`config.mk`:
```
export PLATFORM = sky130hd
export DESIGN_NAME = sid_bus_master_flat
export DESIGN_NICKNAME = d
export VERILOG_FILES = /design/src/rtl/sid_bus_master_if.sv /design/src/rtl/sid_bus_master.sv /design/src/flat_wrapper.sv
export SDC_FILE = /design/constraint.sdc
export NUM_CORES = 1
export LEC_CHECK = 0
export ABC_AREA = 0
export ABC_CLOCK_PERIOD_IN_PS = 1600
export BUFFER_PORTS_ARGS = -buffer_cell sky130_fd_sc_hd__buf_2
export CORE_MARGIN = 3
export CORE_UTILIZATION = 45
export DETAILED_ROUTE_END_ITERATION = 7
export PLACE_DENSITY = 0.75
export SYNTH_ARGS = -nofsm -noshare
export SYNTH_HDL_FRONTEND = slang
export SYNTH_SLANG_ARGS = --single-unit
```
`constraint.sdc`:
```
create_clock -name clk -period 1.6 [get_ports clk]
set_clock_uncertainty 0.05 [all_clocks]
set_input_delay 0.32 -clock clk [delete_from_list [all_inputs] [get_ports clk]]
set_output_delay 0.32 -clock clk [all_outputs]
set_load 0.005 [all_outputs]
```
`src/rtl/sid_bus_master_if.sv`:
```
// Host request, bus-cycle and read-response signals of the SID bus master.
// Latency: none, this is wiring only.
// Backpressure: req_valid/req_ready on the request side. The response side has no backpressure.
// Ports (master modport = the bus master's own view):
//   in : req_valid, req_res, req_r_w_n, req_chip, req_addr, req_data, data_i
//        (plus req_delay when SID_BUS_MASTER_DELAY_EN is defined)
//   out: req_ready, phi2, r_w_n, addr, data, cs, res, rsp_valid, rsp_chip, rsp_data
interface sid_bus_master_if;
  logic       req_valid;
  logic       req_ready;
  logic       req_res;
  logic       req_r_w_n;
  logic       req_chip;
  logic [4:0] req_addr;
  logic [7:0] req_data;
`ifdef SID_BUS_MASTER_DELAY_EN
  logic [15:0] req_delay;
`endif
  logic       phi2;
  logic       r_w_n;
  logic [4:0] addr;
  logic [7:0] data;
  logic [1:0] cs;
  logic       res;
  logic [7:0] data_i;
  logic       rsp_valid;
  logic       rsp_chip;
  logic [7:0] rsp_data;

  modport master (
    input  req_valid, req_res, req_r_w_n, req_chip, req_addr, req_data, data_i,
`ifdef SID_BUS_MASTER_DELAY_EN
    input  req_delay,
`endif
    output req_ready, phi2, r_w_n, addr, data, cs, res, rsp_valid, rsp_chip, rsp_data
  );

  modport slave (
    output req_valid, req_res, req_r_w_n, req_chip, req_addr, req_data, data_i,
`ifdef SID_BUS_MASTER_DELAY_EN
    output req_delay,
`endif
    input  req_ready, phi2, r_w_n, addr, data, cs, res, rsp_valid, rsp_chip, rsp_data
  );
endinterface

```
`src/rtl/sid_bus_master.sv`:
```
// SID bus initiator. It turns host register requests into PHI2-timed 6510-style bus cycles.
// Latency: a request is accepted at a PHI2 rise point. Read data returns HALF_CYCLE_CLKS+1 clks later.
// Backpressure: req_ready is high only at rise points, at most one access per PHI2 period; rsp is never stalled.
// Ports: clk, rst_n (async active-low); bus (sid_bus_master_if.master): host request, bus outputs
//   phi2/r_w_n/addr/data/cs/res, read data input data_i, read response rsp_*.
// Optional: define SID_BUS_MASTER_DELAY_EN to add req_delay and a WAIT state (per-request PHI2-cycle delay).
module sid_bus_master #(
  parameter int HALF_CYCLE_CLKS = 12,  // clk per PHI2 half-period, >= 2
  parameter int RES_CYCLES      = 10   // PHI2 cycles res is held after a reset
) (
  input logic              clk,
  input logic              rst_n,
  sid_bus_master_if.master bus
);
  localparam int PH_W = $clog2(HALF_CYCLE_CLKS);
  localparam int RC_W = (RES_CYCLES > 1) ? $clog2(RES_CYCLES) : 1;
  localparam logic [PH_W-1:0] PH_LAST = PH_W'(HALF_CYCLE_CLKS - 1);
  localparam logic [RC_W-1:0] RC_LAST = RC_W'(RES_CYCLES - 1);

  typedef enum logic [2:0] {
    ST_RESET,
    ST_IDLE,
    ST_ACCESS,
    ST_COMMIT
`ifdef SID_BUS_MASTER_DELAY_EN
    , ST_WAIT
`endif
  } state_t;

  function automatic logic [1:0] chip_sel(input logic chip);
    return chip ? 2'b10 : 2'b01;
  endfunction

  // PHI2 generator. It runs freely from reset and is unaffected by reset requests.
  logic [PH_W-1:0] ph_cnt;
  logic            phi2_q;
  logic            rise_pt;
  logic            fall_pt;

  always_ff @(posedge clk or negedge rst_n) begin
    if (!rst_n) begin
      ph_cnt <= '0;
      phi2_q <= 1'b0;
    end else if (ph_cnt == PH_LAST) begin
      ph_cnt <= '0;
      phi2_q <= ~phi2_q;
    end else begin
      ph_cnt <= ph_cnt + 1'b1;
    end
  end

  assign rise_pt = !phi2_q && (ph_cnt == PH_LAST);
  assign fall_pt =  phi2_q && (ph_cnt == PH_LAST);

  state_t          state_q,     state_d;
  logic [RC_W-1:0] res_cnt_q,   res_cnt_d;
  logic            r_w_n_q,     r_w_n_d;
  logic [4:0]      addr_q,      addr_d;
  logic [7:0]      data_q,      data_d;
  logic [1:0]      cs_q,        cs_d;
  logic            res_q,       res_d;
  logic            rsp_valid_q, rsp_valid_d;
  logic            rsp_chip_q,  rsp_chip_d;
  logic [7:0]      rsp_data_q,  rsp_data_d;
  logic            cur_rd_q,    cur_rd_d;    // in-flight request is a read
  logic            cur_chip_q,  cur_chip_d;  // in-flight request target chip
  logic            req_ready_c;
`ifdef SID_BUS_MASTER_DELAY_EN
  logic [15:0]     wait_cnt_q,  wait_cnt_d;  // PHI2 cycles of delay still to run
`endif

  always_ff @(posedge clk or negedge rst_n) begin
    if (!rst_n) begin
      state_q     <= ST_RESET;
      res_cnt_q   <= '0;
      r_w_n_q     <= 1'b1;
      addr_q      <= '0;
      data_q      <= '0;
      cs_q        <= '0;
      res_q       <= 1'b1;
      rsp_valid_q <= 1'b0;
      rsp_chip_q  <= 1'b0;
      rsp_data_q  <= '0;
      cur_rd_q    <= 1'b1;
      cur_chip_q  <= 1'b0;
`ifdef SID_BUS_MASTER_DELAY_EN
      wait_cnt_q  <= '0;
`endif
    end else begin
      state_q     <= state_d;
      res_cnt_q   <= res_cnt_d;
      r_w_n_q     <= r_w_n_d;
      addr_q      <= addr_d;
      data_q      <= data_d;
      cs_q        <= cs_d;
      res_q       <= res_d;
      rsp_valid_q <= rsp_valid_d;
      rsp_chip_q  <= rsp_chip_d;
      rsp_data_q  <= rsp_data_d;
      cur_rd_q    <= cur_rd_d;
      cur_chip_q  <= cur_chip_d;
`ifdef SID_BUS_MASTER_DELAY_EN
      wait_cnt_q  <= wait_cnt_d;
`endif
    end
  end

  // Bus outputs are registered. Each *_d value is what the bus shows from the next clk.
  always_comb begin
    state_d     = state_q;
    res_cnt_d   = res_cnt_q;
    r_w_n_d     = r_w_n_q;
    addr_d      = addr_q;
    data_d      = data_q;
    cs_d        = cs_q;
    res_d       = res_q;
    rsp_valid_d = 1'b0;
    rsp_chip_d  = rsp_chip_q;
    rsp_data_d  = rsp_data_q;
    cur_rd_d    = cur_rd_q;
    cur_chip_d  = cur_chip_q;
    req_ready_c = 1'b0;
`ifdef SID_BUS_MASTER_DELAY_EN
    wait_cnt_d  = wait_cnt_q;
`endif

    unique case (state_q)
      ST_RESET: begin
        res_d = 1'b1;
        cs_d  = 2'b00;
        if (rise_pt) begin
          if (res_cnt_q == RC_LAST) begin
            res_d     = 1'b0;
            res_cnt_d = '0;
            state_d   = ST_IDLE;
          end else begin
            res_cnt_d = res_cnt_q + 1'b1;
          end
        end
      end

      // IDLE and the end of COMMIT share the acceptance point. Because of this,
      // back-to-back requests keep cs asserted with no idle gap.
      ST_IDLE, ST_COMMIT: begin
        req_ready_c = rise_pt;
        if (rise_pt) begin
          state_d = ST_IDLE;
          cs_d    = 2'b00;
          r_w_n_d = 1'b1;
          if (bus.req_valid) begin
            if (bus.req_res) begin
              state_d   = ST_RESET;
              res_d     = 1'b1;
              res_cnt_d = '0;
            end else begin
              cur_rd_d   = bus.req_r_w_n;
              cur_chip_d = bus.req_chip;
              addr_d     = bus.req_addr;
              if (!bus.req_r_w_n) begin
                data_d = bus.req_data;
              end
`ifdef SID_BUS_MASTER_DELAY_EN
              if (bus.req_delay != 16'd0) begin
                // Keep cs low. Address and data are set up now, and cs is asserted only when the delay ends.
                wait_cnt_d = bus.req_delay;
                state_d    = ST_WAIT;
              end else begin
                cs_d    = chip_sel(bus.req_chip);
                r_w_n_d = bus.req_r_w_n;
                state_d = ST_ACCESS;
              end
`else
              cs_d    = chip_sel(bus.req_chip);
              r_w_n_d = bus.req_r_w_n;
              state_d = ST_ACCESS;
`endif
            end
          end
        end
      end

      ST_ACCESS: begin
        if (fall_pt) begin
          state_d = ST_COMMIT;
          if (cur_rd_q) begin
            rsp_valid_d = 1'b1;
            rsp_data_d  = bus.data_i;
            rsp_chip_d  = cur_chip_q;
            cs_d        = 2'b00;
            r_w_n_d     = 1'b1;
          end
        end
      end

`ifdef SID_BUS_MASTER_DELAY_EN
      ST_WAIT: begin
        if (rise_pt) begin
          if (wait_cnt_q == 16'd1) begin
            cs_d    = chip_sel(cur_chip_q);
            r_w_n_d = cur_rd_q;
            state_d = ST_ACCESS;
          end else begin
            wait_cnt_d = wait_cnt_q - 16'd1;
          end
        end
      end
`endif

      default: begin
        state_d = ST_RESET;
        res_d   = 1'b1;
        cs_d    = 2'b00;
      end
    endcase
  end

  assign bus.req_ready = req_ready_c;
  assign bus.phi2      = phi2_q;
  assign bus.r_w_n     = r_w_n_q;
  assign bus.addr      = addr_q;
  assign bus.data      = data_q;
  assign bus.cs        = cs_q;
  assign bus.res       = res_q;
  assign bus.rsp_valid = rsp_valid_q;
  assign bus.rsp_chip  = rsp_chip_q;
  assign bus.rsp_data  = rsp_data_q;
endmodule

```
`src/flat_wrapper.sv`:
```
// flat-port wrapper written by rule: the top's interface ports become plain ports
module sid_bus_master_flat 
#(
  parameter int HALF_CYCLE_CLKS = 12,                                   
  parameter int RES_CYCLES      = 10                                           
)
  (clk, rst_n, bus_req_valid, bus_req_res, bus_req_r_w_n, bus_req_chip, bus_req_addr, bus_req_data, bus_data_i, bus_req_ready, bus_phi2, bus_r_w_n, bus_addr, bus_data, bus_cs, bus_res, bus_rsp_valid, bus_rsp_chip, bus_rsp_data);
  sid_bus_master_if bus_i ();
  input logic clk;
  input logic rst_n;
  input wire logic [$bits(bus_i.req_valid)-1:0] bus_req_valid;
  input wire logic [$bits(bus_i.req_res)-1:0] bus_req_res;
  input wire logic [$bits(bus_i.req_r_w_n)-1:0] bus_req_r_w_n;
  input wire logic [$bits(bus_i.req_chip)-1:0] bus_req_chip;
  input wire logic [$bits(bus_i.req_addr)-1:0] bus_req_addr;
  input wire logic [$bits(bus_i.req_data)-1:0] bus_req_data;
  input wire logic [$bits(bus_i.data_i)-1:0] bus_data_i;
  output wire logic [$bits(bus_i.req_ready)-1:0] bus_req_ready;
  output wire logic [$bits(bus_i.phi2)-1:0] bus_phi2;
  output wire logic [$bits(bus_i.r_w_n)-1:0] bus_r_w_n;
  output wire logic [$bits(bus_i.addr)-1:0] bus_addr;
  output wire logic [$bits(bus_i.data)-1:0] bus_data;
  output wire logic [$bits(bus_i.cs)-1:0] bus_cs;
  output wire logic [$bits(bus_i.res)-1:0] bus_res;
  output wire logic [$bits(bus_i.rsp_valid)-1:0] bus_rsp_valid;
  output wire logic [$bits(bus_i.rsp_chip)-1:0] bus_rsp_chip;
  output wire logic [$bits(bus_i.rsp_data)-1:0] bus_rsp_data;
  assign bus_i.req_valid = bus_req_valid;
  assign bus_i.req_res = bus_req_res;
  assign bus_i.req_r_w_n = bus_req_r_w_n;
  assign bus_i.req_chip = bus_req_chip;
  assign bus_i.req_addr = bus_req_addr;
  assign bus_i.req_data = bus_req_data;
  assign bus_i.data_i = bus_data_i;
  assign bus_req_ready = bus_i.req_ready;
  assign bus_phi2 = bus_i.phi2;
  assign bus_r_w_n = bus_i.r_w_n;
  assign bus_addr = bus_i.addr;
  assign bus_data = bus_i.data;
  assign bus_cs = bus_i.cs;
  assign bus_res = bus_i.res;
  assign bus_rsp_valid = bus_i.rsp_valid;
  assign bus_rsp_chip = bus_i.rsp_chip;
  assign bus_rsp_data = bus_i.rsp_data;
  sid_bus_master #(.HALF_CYCLE_CLKS(HALF_CYCLE_CLKS), .RES_CYCLES(RES_CYCLES)) u_core (.clk(clk), .rst_n(rst_n), .bus(bus_i));
endmodule
```
==> out/summary.log, run 1 <==
[status] status finished, violations left
[status] failing checks negative setup slack
[timing] Worst-Margin Slew 0.612 ns
[floorplan] core area 0.00352 mm2
[cts] number of clock buffers inserted by TritonCTS 5
[worst_setup_path] biggest fanout along the worst timing path 3
[layout] Sequential Area 0.00100 mm2
[global_routing] sum of overflow across all layers after global routing 0
[hold_path] hold crit path type in -> reg
[synth] Syn Nets 161
[drt] initial detailed-routing violation count 80
[global_routing] wire length of the first global-routing pass 6650 um
[floorplan] top-level I/O count 56
[flow_run] count of maximum capacitance violations 0
[worst_setup_path] start of the worst register-to-register path u_core.ph_cnt[1]$_DFF_PN0_
[synth] share of synthesized flip-flops with an asynchronous set or reset 100%
[worst_setup_path] type of element capturing the critical path primary output
[power] static leakage 1.31 nW
[drt] DR vias 1,377
[timing] setup repair after global routing missed its margin yes
[global_routing] antenna violations before repair 0
[global_routing] pin count of the biggest net entering global routing 29
[layout] post-route core utilization 69.9%
[synth] synthesized netlist cell count 131
[timing] worst slew margin relative to its limit 59.2%
[worst_setup_path] Worst path top cell family by delay flip-flops
[timing] peak clock frequency supported by timing 574 MHz
[synth] Mapped Area 0.00174 mm2
[worst_setup_path] crit path launch u_core.ph_cnt[1]$_DFF_PN0_
[power] maximum VDD drop 596 uV
[placement] number of placed instances, taps included 243
[synth] number of enable-type register cells in the synthesized netlist 0
[layout] number of fill cells 255
[layout] area of combinational cells with multiple inputs 764 um2
[synth] largest cells by area after synthesis sky130_fd_sc_hd__dfrtp_1, sky130_fd_sc_hd__mux2_2, sky130_fd_sc_hd__dfstp_2, sky130_fd_sc_hd__ha_1, sky130_fd_sc_hd__nand3_1
[worst_setup_path] worst setup path class reg -> out
[worst_setup_path] slowest cell on the critical path sky130_fd_sc_hd__dfrtp_1
[layout] share of cells above drive strength 1 59.7%
[layout] final layout net count 245
[floorplan] starting utilization of the core area 49.4%
[cts] maximum level of the CTS H-tree 2
[timing] Final Cycle Share 109%
[synth] Most used DFF post-synth sky130_fd_sc_hd__dfrtp_1
[drt] DRC violation count after routing 0
[placement] area post-placement 0.00220 mm2
[worst_setup_path] crit-path cells ha_4 > and4bb_2 > and2_4 > buf_6
[power] ratio of total power to cell area 832 mW/mm2
[timing] final setup slack of the worst path -0.143 ns
[synth] count of unique library cells instantiated by Yosys 41
[drt] number of optimization iterations in the first detailed-route pass 4
[floorplan] overall die width 68.2 um
[drt] number of routed nets with antenna violations 0
[cts] Max Buffers Root-to-Sink 2
[worst_setup_path] data required time at the worst endpoint 1.23 ns
[timing] Final Hold Fails 0
[synth] Yosys top cell area share 53.2%
[cts] clock-pin transition on the worst setup and hold timing paths 0.08 ns
[synth] average footprint of a synthesized cell 13.3 um2
[placement] HPWL after detailed placement 2870 um
[hold_path] min-delay src bus_data_i[4]
[layout] post-route design area 0.00246 mm2
[timing] setup-violating endpoint count in the final report 27
[floorplan] die height 68.2 um
[timing] post-layout minimum cycle time 1.74 ns
[synth] top cell type by total area after synthesis sky130_fd_sc_hd__dfrtp_1
[timing] Final TNS setup -1.37 ns
[synth] count of yosys warnings during synthesis 0
[drt] WL/cell 16.2 um
[worst_setup_path] sort of element at the start of the critical path register
[synth] flops & latches, synth 40
[cts] TritonCTS clock tree yes
[placement] final weighted congestion in routability-driven placement 0.799
[worst_setup_path] Critical Path Max Stage Delay 0.42 ns
[layout] Syn-to-layout area delta 41.4%
[drt] average vias per placed instance 5.26
[worst_setup_path] CP Data Arrival Time 1.37 ns
[global_routing] All-Layer GR Usage 19.7%
[placement] count of input and output buffers 55
[drt] total wirelength of the detailed-routed design 4250 um
[power] post-layout power 0.00205 W
[floorplan] num rows 21
[layout] post-route insts no fill 262
[worst_setup_path] sum of buffers and inverters on the critical path 1
[timing] count of pins over their slew limit 0
[synth] fraction of the yosys area taken by sequential cells 57.7%
[layout] number of inserted diodes 0
[global_routing] vias in the first global route 1,440
[floorplan] area of the die 0.00465 mm2
[cts] Root Buffer Master sky130_fd_sc_hd__clkbuf_8
[cts] clock latency on the worst-skew pair 0.29 ns
[cts] Clock Sinks 40
## through the flow
stage	hold slack, ns	worst slack, ns
floorplan	-0.0256	-0.0835
global placement	0.312	-0.0745
detailed placement	0.314	-0.129
CTS	0.200	-0.138
global route	0.194	-0.181
finish	0.201	-0.143
## where the power goes
group | leakage [nW] | total (W) | internal (W) | switching, W
logic | 0.728 | 0.000119 | 0.0000622 | 0.0000568
clock network | 0.0614 | 0.000874 | 0.000510 | 0.000364
registers | 0.517 | 0.00105 | 0.00104 | 0.0000172
total | 1.31 | 0.00205 | 0.00161 | 0.000438
## final cells by class
type / count / area share, %
multi-input combinational: 82 / 31.1
inverter: 4 / 0.610
timing repair buffer: 82 / 20.2
clock inverter: 2 / 1.58
tap: 46 / 2.34
sequential: 40 / 40.8
clock buffer: 6 / 3.36
## final timing paths
kind                            cells after the start                                  to  slack (ns)
worst max-delay path                                4                       bus_req_ready       -0.14
worst min-delay path                                2  u_core.bus.rsp_data[4]$_DFFE_PN0P_        0.20
worst max register to register                      5      u_core.bus.addr[2]$_DFFE_PN0P_       -0.09
worst min register to register                      1      u_core.bus.addr[3]$_DFFE_PN0P_        0.45
max in group asynchronous                           3      u_core.bus.addr[1]$_DFFE_PN0P_        0.43
min in group asynchronous                           2     u_core.res_cnt_q[3]$_DFFE_PN0P_        0.52
## layout by cell type, fill, tap and decap left out, types with 4 or more instances in the layout
cell | Yosys | layout
sky130_fd_sc_hd__buf_6 | 1 | 4
sky130_fd_sc_hd__inv_1 | 4 | 4
sky130_fd_sc_hd__nor2_1 | 6 | 6
sky130_fd_sc_hd__clkbuf_8 | 0 | 6
sky130_fd_sc_hd__nand2_1 | 7 | 6
sky130_fd_sc_hd__buf_4 | 1 | 23
sky130_fd_sc_hd__buf_2 | 1 | 54
sky130_fd_sc_hd__nand3_1 | 7 | 7
sky130_fd_sc_hd__mux2_4 | 0 | 9
sky130_fd_sc_hd__mux2_2 | 22 | 15
sky130_fd_sc_hd__dfrtp_1 | 37 | 37
## worst reg2reg max path, delay by kind of cell (launching register included)
family / cells / cell delay, ns
adders and majority gates: 1 / 0.18
buffers and inverters: 1 / 0.16
DFF: 1 / 0.42
muxes: 1 / 0.36
and+or+nand+nor: 2 / 0.42
## routing by layer
layer  track usage, %  vias up  wire length, um
met5                0        -                0
met2             34.1       35             2310
met4             7.44        0               88
met3             6.08       11              189
met1             22.8      695             1660
li1                 -      636                -
## cell families after synthesis
logic type               count (synthesis)  share of synthesized area [%]
flip-flops                              40                           57.7
AND/OR/NAND/NOR                         39                           14.5
multiplexers                            26                           16.7
AO/OA/AOI/OAI                           13                           5.75
buffers and inverters                    9                           2.66
adder cells (fa/ha/maj)                  3                           2.16
XOR/XNOR                                 1                          0.503
## cells in the mapped netlist, types with 2 or more instances
cell type and instances:
sky130_fd_sc_hd__nor2_1 6, sky130_fd_sc_hd__dfstp_2 3, sky130_fd_sc_hd__o211ai_1 3, sky130_fd_sc_hd__mux2_1 2
sky130_fd_sc_hd__nand3b_1 2, sky130_fd_sc_hd__a21o_1 2, sky130_fd_sc_hd__clkbuf_1 2, sky130_fd_sc_hd__dfrtp_1 37
sky130_fd_sc_hd__inv_1 4, sky130_fd_sc_hd__nand4_1 2, sky130_fd_sc_hd__nand2_1 7, sky130_fd_sc_hd__mux2i_1 2
sky130_fd_sc_hd__nand3_1 7, sky130_fd_sc_hd__ha_1 3, sky130_fd_sc_hd__nor2b_1 2, sky130_fd_sc_hd__mux2_2 22
## state kept, by name (all words and copies together) (netlist names), named ones only
signal	flops
u_core.cur_rd_q	1
u_core.bus.data	8
u_core.bus.res	1
u_core.bus.cs	2
u_core.bus.addr	5
u_core.bus.r_w_n	1
u_core.bus.rsp_chip	1
u_core.state_q	1
u_core.bus.rsp_valid	1
u_core.bus.rsp_data	8
u_core.ph_cnt	4
u_core.bus.phi2	1
u_core.cur_chip_q	1
u_core.res_cnt_q	4
## what timing repair did
item / CTS / global route
endpoints found under the hold margin: 1 / 0
pin swaps: 5 / 4
endpoints found under the setup margin: 23 / 29
gates resized for setup: 14 / 4
buffers inserted: 7 / 4
hold buffers: 1 / 0
cloned: 1 / 0
Note: power is estimated with default switching activity, not from simulation.
==> inputs of run 2 (changes only) <==
--- a/config.mk
+++ b/config.mk
@@ -6,12 +6,12 @@
 export NUM_CORES = 1
 export LEC_CHECK = 0
 export ABC_AREA = 0
-export ABC_CLOCK_PERIOD_IN_PS = 1600
+export ABC_CLOCK_PERIOD_IN_PS = 2160
 export BUFFER_PORTS_ARGS = -buffer_cell sky130_fd_sc_hd__buf_2
 export CORE_MARGIN = 3
-export CORE_UTILIZATION = 45
+export CORE_UTILIZATION = 53
 export DETAILED_ROUTE_END_ITERATION = 7
-export PLACE_DENSITY = 0.75
+export PLACE_DENSITY = 0.83
 export SYNTH_ARGS = -nofsm -noshare
 export SYNTH_HDL_FRONTEND = slang
 export SYNTH_SLANG_ARGS = --single-unit
==> constraint.sdc (replaced) <==
create_clock -name clk -period 2.16 [get_ports clk]
set_clock_uncertainty 0.05 [all_clocks]
set_input_delay 0.432 -clock clk [delete_from_list [all_inputs] [get_ports clk]]
set_output_delay 0.432 -clock clk [all_outputs]
set_load 0.005 [all_outputs]
==> out/summary.log, run 2 (synthesis results as in run 1) <==
[global_routing] vias in the first global route 1,305 [-9.4%]
[timing] count of pins over their slew limit 0 [unchanged]
[hold_path] hold crit path type in -> async
[worst_setup_path] sort of element at the start of the critical path register
[placement] HPWL after detailed placement 2660 um [-7.3%]
[power] Switching Power 0.000320 W [-27%]
[cts] clock latency on the worst-skew pair 0.36 ns [+0.07 ns]
[global_routing] All-Layer GR Usage 19.8% [+0.079 points]
[drt] average vias per placed instance 5.49 [+4.5%]
[layout] post-route design area 0.00216 mm2 [-12%]
[worst_setup_path] start of the worst register-to-register path u_core.ph_cnt[0]$_DFF_PN0_
[drt] number of routed nets with antenna violations 0 [unchanged]
[floorplan] core area 0.00310 mm2 [-12%]
[placement] area post-placement 0.00205 mm2 [-7.2%]
[floorplan] top-level I/O count 56 [unchanged]
[worst_setup_path] biggest fanout along the worst timing path 6 [+3]
[worst_setup_path] Worst Reg-to-Reg Cells 5 [unchanged]
[cts] maximum level of the CTS H-tree 2 [unchanged]
[drt] initial detailed-routing violation count 45 [-44%]
[timing] worst slew margin relative to its limit 43.6% [-16 points]
[global_routing] sum of overflow across all layers after global routing 0 [unchanged]
[drt] DR vias 1,302 [-5.4%]
[drt] total wirelength of the detailed-routed design 3660 um [-14%]
[cts] TritonCTS clock tree yes
[timing] final setup slack of the worst path 0.123 ns [+0.266 ns]
[timing] final hold slack 0.108 ns [-0.0929 ns]
[worst_setup_path] slowest cell on the critical path sky130_fd_sc_hd__dfrtp_1
[worst_setup_path] crit-path cells ha_2 > and4bb_4 > and2_1 > buf_2
[worst_setup_path] sum of buffers and inverters on the critical path 1 [unchanged]
[placement] count of input and output buffers 55 [unchanged]
[layout] commonest cells after routing, fill and taps aside sky130_fd_sc_hd__buf_2, sky130_fd_sc_hd__dfrtp_1, sky130_fd_sc_hd__mux2_2
[timing] peak clock frequency supported by timing 491 MHz
[layout] share of cells above drive strength 1 51.8% [-7.9 points]
[cts] Max Buffers Root-to-Sink 2 [unchanged]
[floorplan] num rows 20 [-4.8%]
[placement] final weighted congestion in routability-driven placement 0.800 [+0.20%]
[worst_setup_path] crit path launch u_core.ph_cnt[0]$_DFF_PN0_
[cts] number of clock buffers inserted by TritonCTS 5 [unchanged]
[placement] Place WS 0.322 ns [+0.451 ns]
[power] proportion of power drawn by flip-flops and latches 56.7% [+5.2 points]
[power] share of total power consumed by net switching 23.3% [+1.9 points]
[timing] post-layout minimum cycle time 2.04 ns
[worst_setup_path] Worst path top cell family by delay simple AND/OR/NAND/NOR gates
[power] relative contribution of combinational cells to total power 5.8% [about the same]
[power] maximum VDD drop 380 uV [-36%]
[timing] Final Cycle Share 94.3%
[worst_setup_path] CP Data Arrival Time 1.56 ns [+0.19 ns]
[power] static leakage 1.14 nW [-13%]
[timing] Worst-Margin Slew 0.846 ns [+0.234 ns]
[status] status finished, final reports clean
[global_routing] pin count of the biggest net entering global routing 41 [+41%]
[floorplan] die height 63.3 um [-7.2%]
[layout] Syn-to-layout area delta 24.1%
[cts] Root Buffer Master sky130_fd_sc_hd__clkbuf_4
[timing] setup repair after global routing missed its margin no
[timing] setup-violating endpoint count in the final report 0 [-100%]
[power] ratio of total power to cell area 638 mW/mm2 [-23%]
[cts] clock-pin transition on the worst setup and hold timing paths 0.13 ns [+0.05 ns]
[global_routing] antenna violations before repair 0 [unchanged]
[power] part of the total power dissipated in the clock network 37.4% [-5.3 points]
[timing] Final Hold Fails 0 [unchanged]
[global_routing] wire length of the first global-routing pass 6040 um [-9.1%]
[worst_setup_path] worst setup path class reg -> out
[power] Internal 0.00106 W [-34%]
[layout] number of inserted diodes 0 [unchanged]
[layout] leading cell type in the layout, fill and taps excluded sky130_fd_sc_hd__buf_2
[flow_run] count of maximum capacitance violations 0 [unchanged]
[floorplan] area of the die 0.00401 mm2 [-14%]
[worst_setup_path] RR Endpoint u_core.bus.rsp_data[5]$_DFFE_PN0P_
[cts] Clock Sinks 40 [unchanged]
[layout] final layout net count 222 [-9.4%]
[floorplan] overall die width 63.3 um [-7.2%]
[worst_setup_path] Critical Path Max Stage Delay 0.39 ns [-0.03 ns]
[floorplan] starting utilization of the core area 56.1% [+6.7 points]
[drt] WL/cell 15.4 um [-4.9%]
[worst_setup_path] type of element capturing the critical path primary output
[worst_setup_path] data required time at the worst endpoint 1.68 ns [+0.45 ns]
[drt] number of optimization iterations in the first detailed-route pass 4 [unchanged]
[worst_setup_path] minimum setup slack among reg-to-reg paths 0.38 ns [+0.47 ns]
[layout] number of fill cells 244 [-4.3%]
[drt] DRC violation count after routing 0 [unchanged]
[timing] Final TNS setup 0 ns [+1.37 ns]
[run 2: cell count changes in the layout (fill, tap and decap cells not counted), moves of 2 or more]
cell	before	now
sky130_fd_sc_hd__buf_4	23	4
sky130_fd_sc_hd__buf_6	4	0
sky130_fd_sc_hd__clkbuf_4	0	5
sky130_fd_sc_hd__clkbuf_8	6	0
sky130_fd_sc_hd__mux2_1	0	2
sky130_fd_sc_hd__mux2_2	15	22
sky130_fd_sc_hd__mux2_4	9	0
[run 2: per-layer routing]
layer  track usage (%)  part of all wire (%)  vias up  wire [um]
li1                  -                     -      596          -
met1              22.5                    39      646       1440
met2              34.1                    52       53       1920
met3              7.13                   6.7        7        245
met4              7.28                   1.5        0         55
met5                 0                     0        -          0
[run 2: area by class of cell]
class                      instances  area [um2]  area share, %
tap                               44        55.1           2.55
multi-input combinational         82         696           32.2
timing repair buffer              59         305           14.1
clock inverter                     3        46.3           2.14
clock buffer                       5        37.5           1.74
sequential                        40        1000           46.5
inverter                           4        15.0          0.695
[run 2: how the worst max path moves through the flow]
| stage | endpoint | depth (start not counted) |
|---|---|---|
| final | bus_req_ready | 4 |
| after global routing | bus_req_ready | 4 |
| after CTS | bus_req_ready | 4 |
| after detailed placement | bus_req_ready | 4 |
| after global placement | bus_req_ready | 4 |
| after floorplan | u_core.bus.rsp_data[1]$_DFFE_PN0P_ | 5 |
[run 2: timing repair]
action | in CTS | in global routing
gates resized for setup | 3 | 0
pin swaps | 0 | 0
hold buffers | 0 | 0
setup endpoints to repair | 1 | 1
buffers inserted | 0 | 3
[run 2: power groups by stage]
stage | Combinational, W | Clock, W | Sequential, W
floorplan | 0.0000254 | 0 | 0.000794
global placement | 0.0000773 | 0 | 0.000793
detailed placement | 0.0000813 | 0 | 0.000795
CTS | 0.0000822 | 0.000521 | 0.000781
global route | 0.0000903 | 0.000566 | 0.000784
finish | 0.0000804 | 0.000515 | 0.000781
[run 2: metrics by stage]
| step | utilization [%] | cells | power, W |
|---|---|---|---|
| 2_1_floorplan | - | 131 | 0.000819 |
| 3_3_place_gp | 66.0 | 226 | 0.000871 |
| 3_5_place_dp | 66.0 | 226 | 0.000876 |
| 4_1_cts | 68.9 | 234 | 0.00138 |
| 5_1_grt | 69.6 | 237 | 0.00144 |
| 6_report | 69.6 | 237 | 0.00138 |
==> inputs of run 3 (changes only) <==
--- a/config.mk
+++ b/config.mk
@@ -8,6 +8,7 @@
 export ABC_AREA = 0
 export ABC_CLOCK_PERIOD_IN_PS = 2160
 export BUFFER_PORTS_ARGS = -buffer_cell sky130_fd_sc_hd__buf_2
+export CORE_ASPECT_RATIO = 1.4
 export CORE_MARGIN = 3
 export CORE_UTILIZATION = 53
 export DETAILED_ROUTE_END_ITERATION = 7
==> out/summary.log, run 3 (synthesis results as in run 1) <==
[worst_setup_path] type of element capturing the critical path primary output
[timing] peak clock frequency supported by timing 494 MHz [+0.63%]
[drt] WL/cell 16.3 um [+5.8%]
[layout] share of cells above drive strength 1 51.6% [-0.25 points]
[drt] total wirelength of the detailed-routed design 3770 um [+3.1%]
[worst_setup_path] sort of element at the start of the critical path register
[timing] Final Hold Fails 0 [unchanged]
[timing] Worst-Margin Slew 0.588 ns [-0.258 ns]
[worst_setup_path] Worst path top cell family by delay simple AND/OR/NAND/NOR gates
[power] maximum VDD drop 536 uV [+41%]
[drt] number of routed nets with antenna violations 0 [unchanged]
[global_routing] wire length of the first global-routing pass 5990 um [-0.91%]
[cts] maximum level of the CTS H-tree 2 [unchanged]
[global_routing] fraction of met1 tracks used by global routing 24.4% [+1.9 points]
[drt] DR vias 1,280 [-1.7%]
[global_routing] layer with the highest usage met2
[placement] count of input and output buffers 55 [unchanged]
[cts] clock-pin transition on the worst setup and hold timing paths 0.07 ns [-0.06 ns]
[floorplan] die height 73.8 um [+17%]
[floorplan] num rows 24 [+20%]
[timing] setup repair after global routing missed its margin no
[floorplan] overall die width 54.4 um [-14%]
[timing] post-layout minimum cycle time 2.02 ns [-0.0127 ns]
[worst_setup_path] Critical Path Max Stage Delay 0.38 ns [about the same]
[placement] number of placed instances, taps included 223 [-1.3%]
[timing] Final TNS setup 0 ns [unchanged]
[layout] Syn-to-layout area delta 24.9%
[cts] Max Buffers Root-to-Sink 2 [unchanged]
[placement] area post-placement 0.00206 mm2 [+0.43%]
[global_routing] global routing usage on met3 6.49% [-0.64 points]
[timing] final hold slack 0.123 ns [+0.0145 ns]
[layout] number of inserted diodes 0 [unchanged]
[worst_setup_path] CP Data Arrival Time 1.54 ns [-0.02 ns]
[cts] number of hold buffers added after cts 0 [unchanged]
[floorplan] core area 0.00312 mm2 [+0.65%]
[global_routing] pin count of the biggest net entering global routing 41 [unchanged]
[cts] number of clock buffers inserted by TritonCTS 5 [unchanged]
[global_routing] vias in the first global route 1,351 [+3.5%]
[timing] worst slew margin relative to its limit 60.8% [+17 points]
[global_routing] global-route track usage on met2 35.3% [+1.2 points]
[global_routing] All-Layer GR Usage 20.9% [+1.1 points]
[drt] number of optimization iterations in the first detailed-route pass 4 [unchanged]
[layout] commonest cells after routing, fill and taps aside sky130_fd_sc_hd__buf_2, sky130_fd_sc_hd__dfrtp_1, sky130_fd_sc_hd__mux2_2
[floorplan] area of the die 0.00402 mm2 [+0.24%]
[drt] DRC violation count after routing 0 [unchanged]
[worst_setup_path] crit-path cells ha_2 > and4bb_4 > and2_1 > buf_2
[worst_setup_path] data required time at the worst endpoint 1.68 ns [about the same]
[drt] initial detailed-routing violation count 27 [-40%]
[timing] setup-violating endpoint count in the final report 0 [unchanged]
[cts] Clock Sinks 40 [unchanged]
[cts] TritonCTS clock tree yes
[status] status finished, final reports clean
[cts] Root Buffer Master sky130_fd_sc_hd__clkbuf_8
[timing] Final Cycle Share 93.7% [-0.59 points]
[global_routing] antenna violations before repair 0 [unchanged]
[worst_setup_path] slowest cell on the critical path sky130_fd_sc_hd__dfrtp_1
[hold_path] hold crit path type in -> async
[layout] post-route insts no fill 231 [-2.5%]
[power] ratio of total power to cell area 673 mW/mm2 [+5.6%]
[layout] final layout net count 221 [-0.45%]
[drt] average vias per placed instance 5.54 [+0.86%]
[power] static leakage 1.14 nW [+0.55%]
[cts] clock latency on the worst-skew pair 0.29 ns [-0.07 ns]
[placement] final weighted congestion in routability-driven placement 0.861 [+7.5%]
[flow_run] count of maximum capacitance violations 0 [unchanged]
[global_routing] sum of overflow across all layers after global routing 0 [unchanged]
[timing] count of pins over their slew limit 0 [unchanged]
[layout] leading cell type in the layout, fill and taps excluded sky130_fd_sc_hd__buf_2
[floorplan] top-level I/O count 56 [unchanged]
[floorplan] starting utilization of the core area 55.7% [-0.36 points]
[worst_setup_path] sum of buffers and inverters on the critical path 1 [unchanged]
[worst_setup_path] biggest fanout along the worst timing path 7 [+1]
[layout] post-route design area 0.00217 mm2 [+0.64%]
[placement] HPWL after detailed placement 2890 um [+8.6%]
[worst_setup_path] worst setup path class reg -> out
## run 3: worst reg2reg max path: cells and delay by family (launching register included)
family | cells | cell delay [ns]
simple gates | 2 | 0.41
flops | 1 | 0.38
mux | 1 | 0.36
fa+ha+maj | 1 | 0.25
buf+inv | 1 | 0.23
## run 3: area by class of cell
type	instances	area, um2
inverter	4	15.0
fill	233	950
clock inverter	3	42.5
tap	39	48.8
timing repair buffer	58	298
multi-input combinational	82	696
sequential	40	1000
clock buffer	5	68.8
## run 3: worst paths after layout
check	slack, ns	endpoint	cells past startpoint	startpoint
worst min-delay path	0.12	u_core.bus.phi2$_DFFE_PN0N_	2	rst_n
min in group clk	0.32	u_core.bus.rsp_data[2]$_DFFE_PN0P_	2	bus_data_i[2]
worst max register to register	0.38	u_core.bus.rsp_data[4]$_DFFE_PN0P_	5	u_core.ph_cnt[0]$_DFF_PN0_
worst max-delay path	0.14	bus_req_ready	4	u_core.ph_cnt[0]$_DFF_PN0_
max in group asynchronous	1.56	u_core.bus.res$_DFFE_PN1P_	2	rst_n
worst min register to register	0.42	u_core.ph_cnt[0]$_DFF_PN0_	1	u_core.ph_cnt[0]$_DFF_PN0_
## run 3: per-stage QoR
| step | power (W) | util (%) | worst slack [ns] |
|---|---|---|---|
| after CTS | 0.00147 | 69.4 | 0.0447 |
| final | 0.00146 | 69.6 | 0.136 |
| after global routing | 0.00151 | 69.6 | 0.0433 |
| after detailed placement | 0.000879 | 65.8 | 0.317 |
| after global placement | 0.000872 | 65.8 | 0.385 |
| after floorplan | 0.000819 | - | 0.458 |
## run 3: repair_timing
action | in CTS | in global routing
buffers inserted | 0 | 0
gates resized for setup | 1 | 2
setup endpoints to repair | 1 | 1
cloned | 0 | 0
## run 3: report_power, final
group / leakage (nW) / internal (W) / switching [W] / total (W)
registers: 0.517 / 0.000768 / 0.0000119 / 0.000780
logic: 0.572 / 0.0000419 / 0.0000406 / 0.0000824
clock network: 0.0541 / 0.000342 / 0.000259 / 0.000601
total: 1.14 / 0.00115 / 0.000312 / 0.00146
## run 3: metal layers
layer	wire length [um]	part of all wire [%]
met1	1430	38
met4	56	1.5
met2	2080	55
met5	0	0
met3	201	5.3
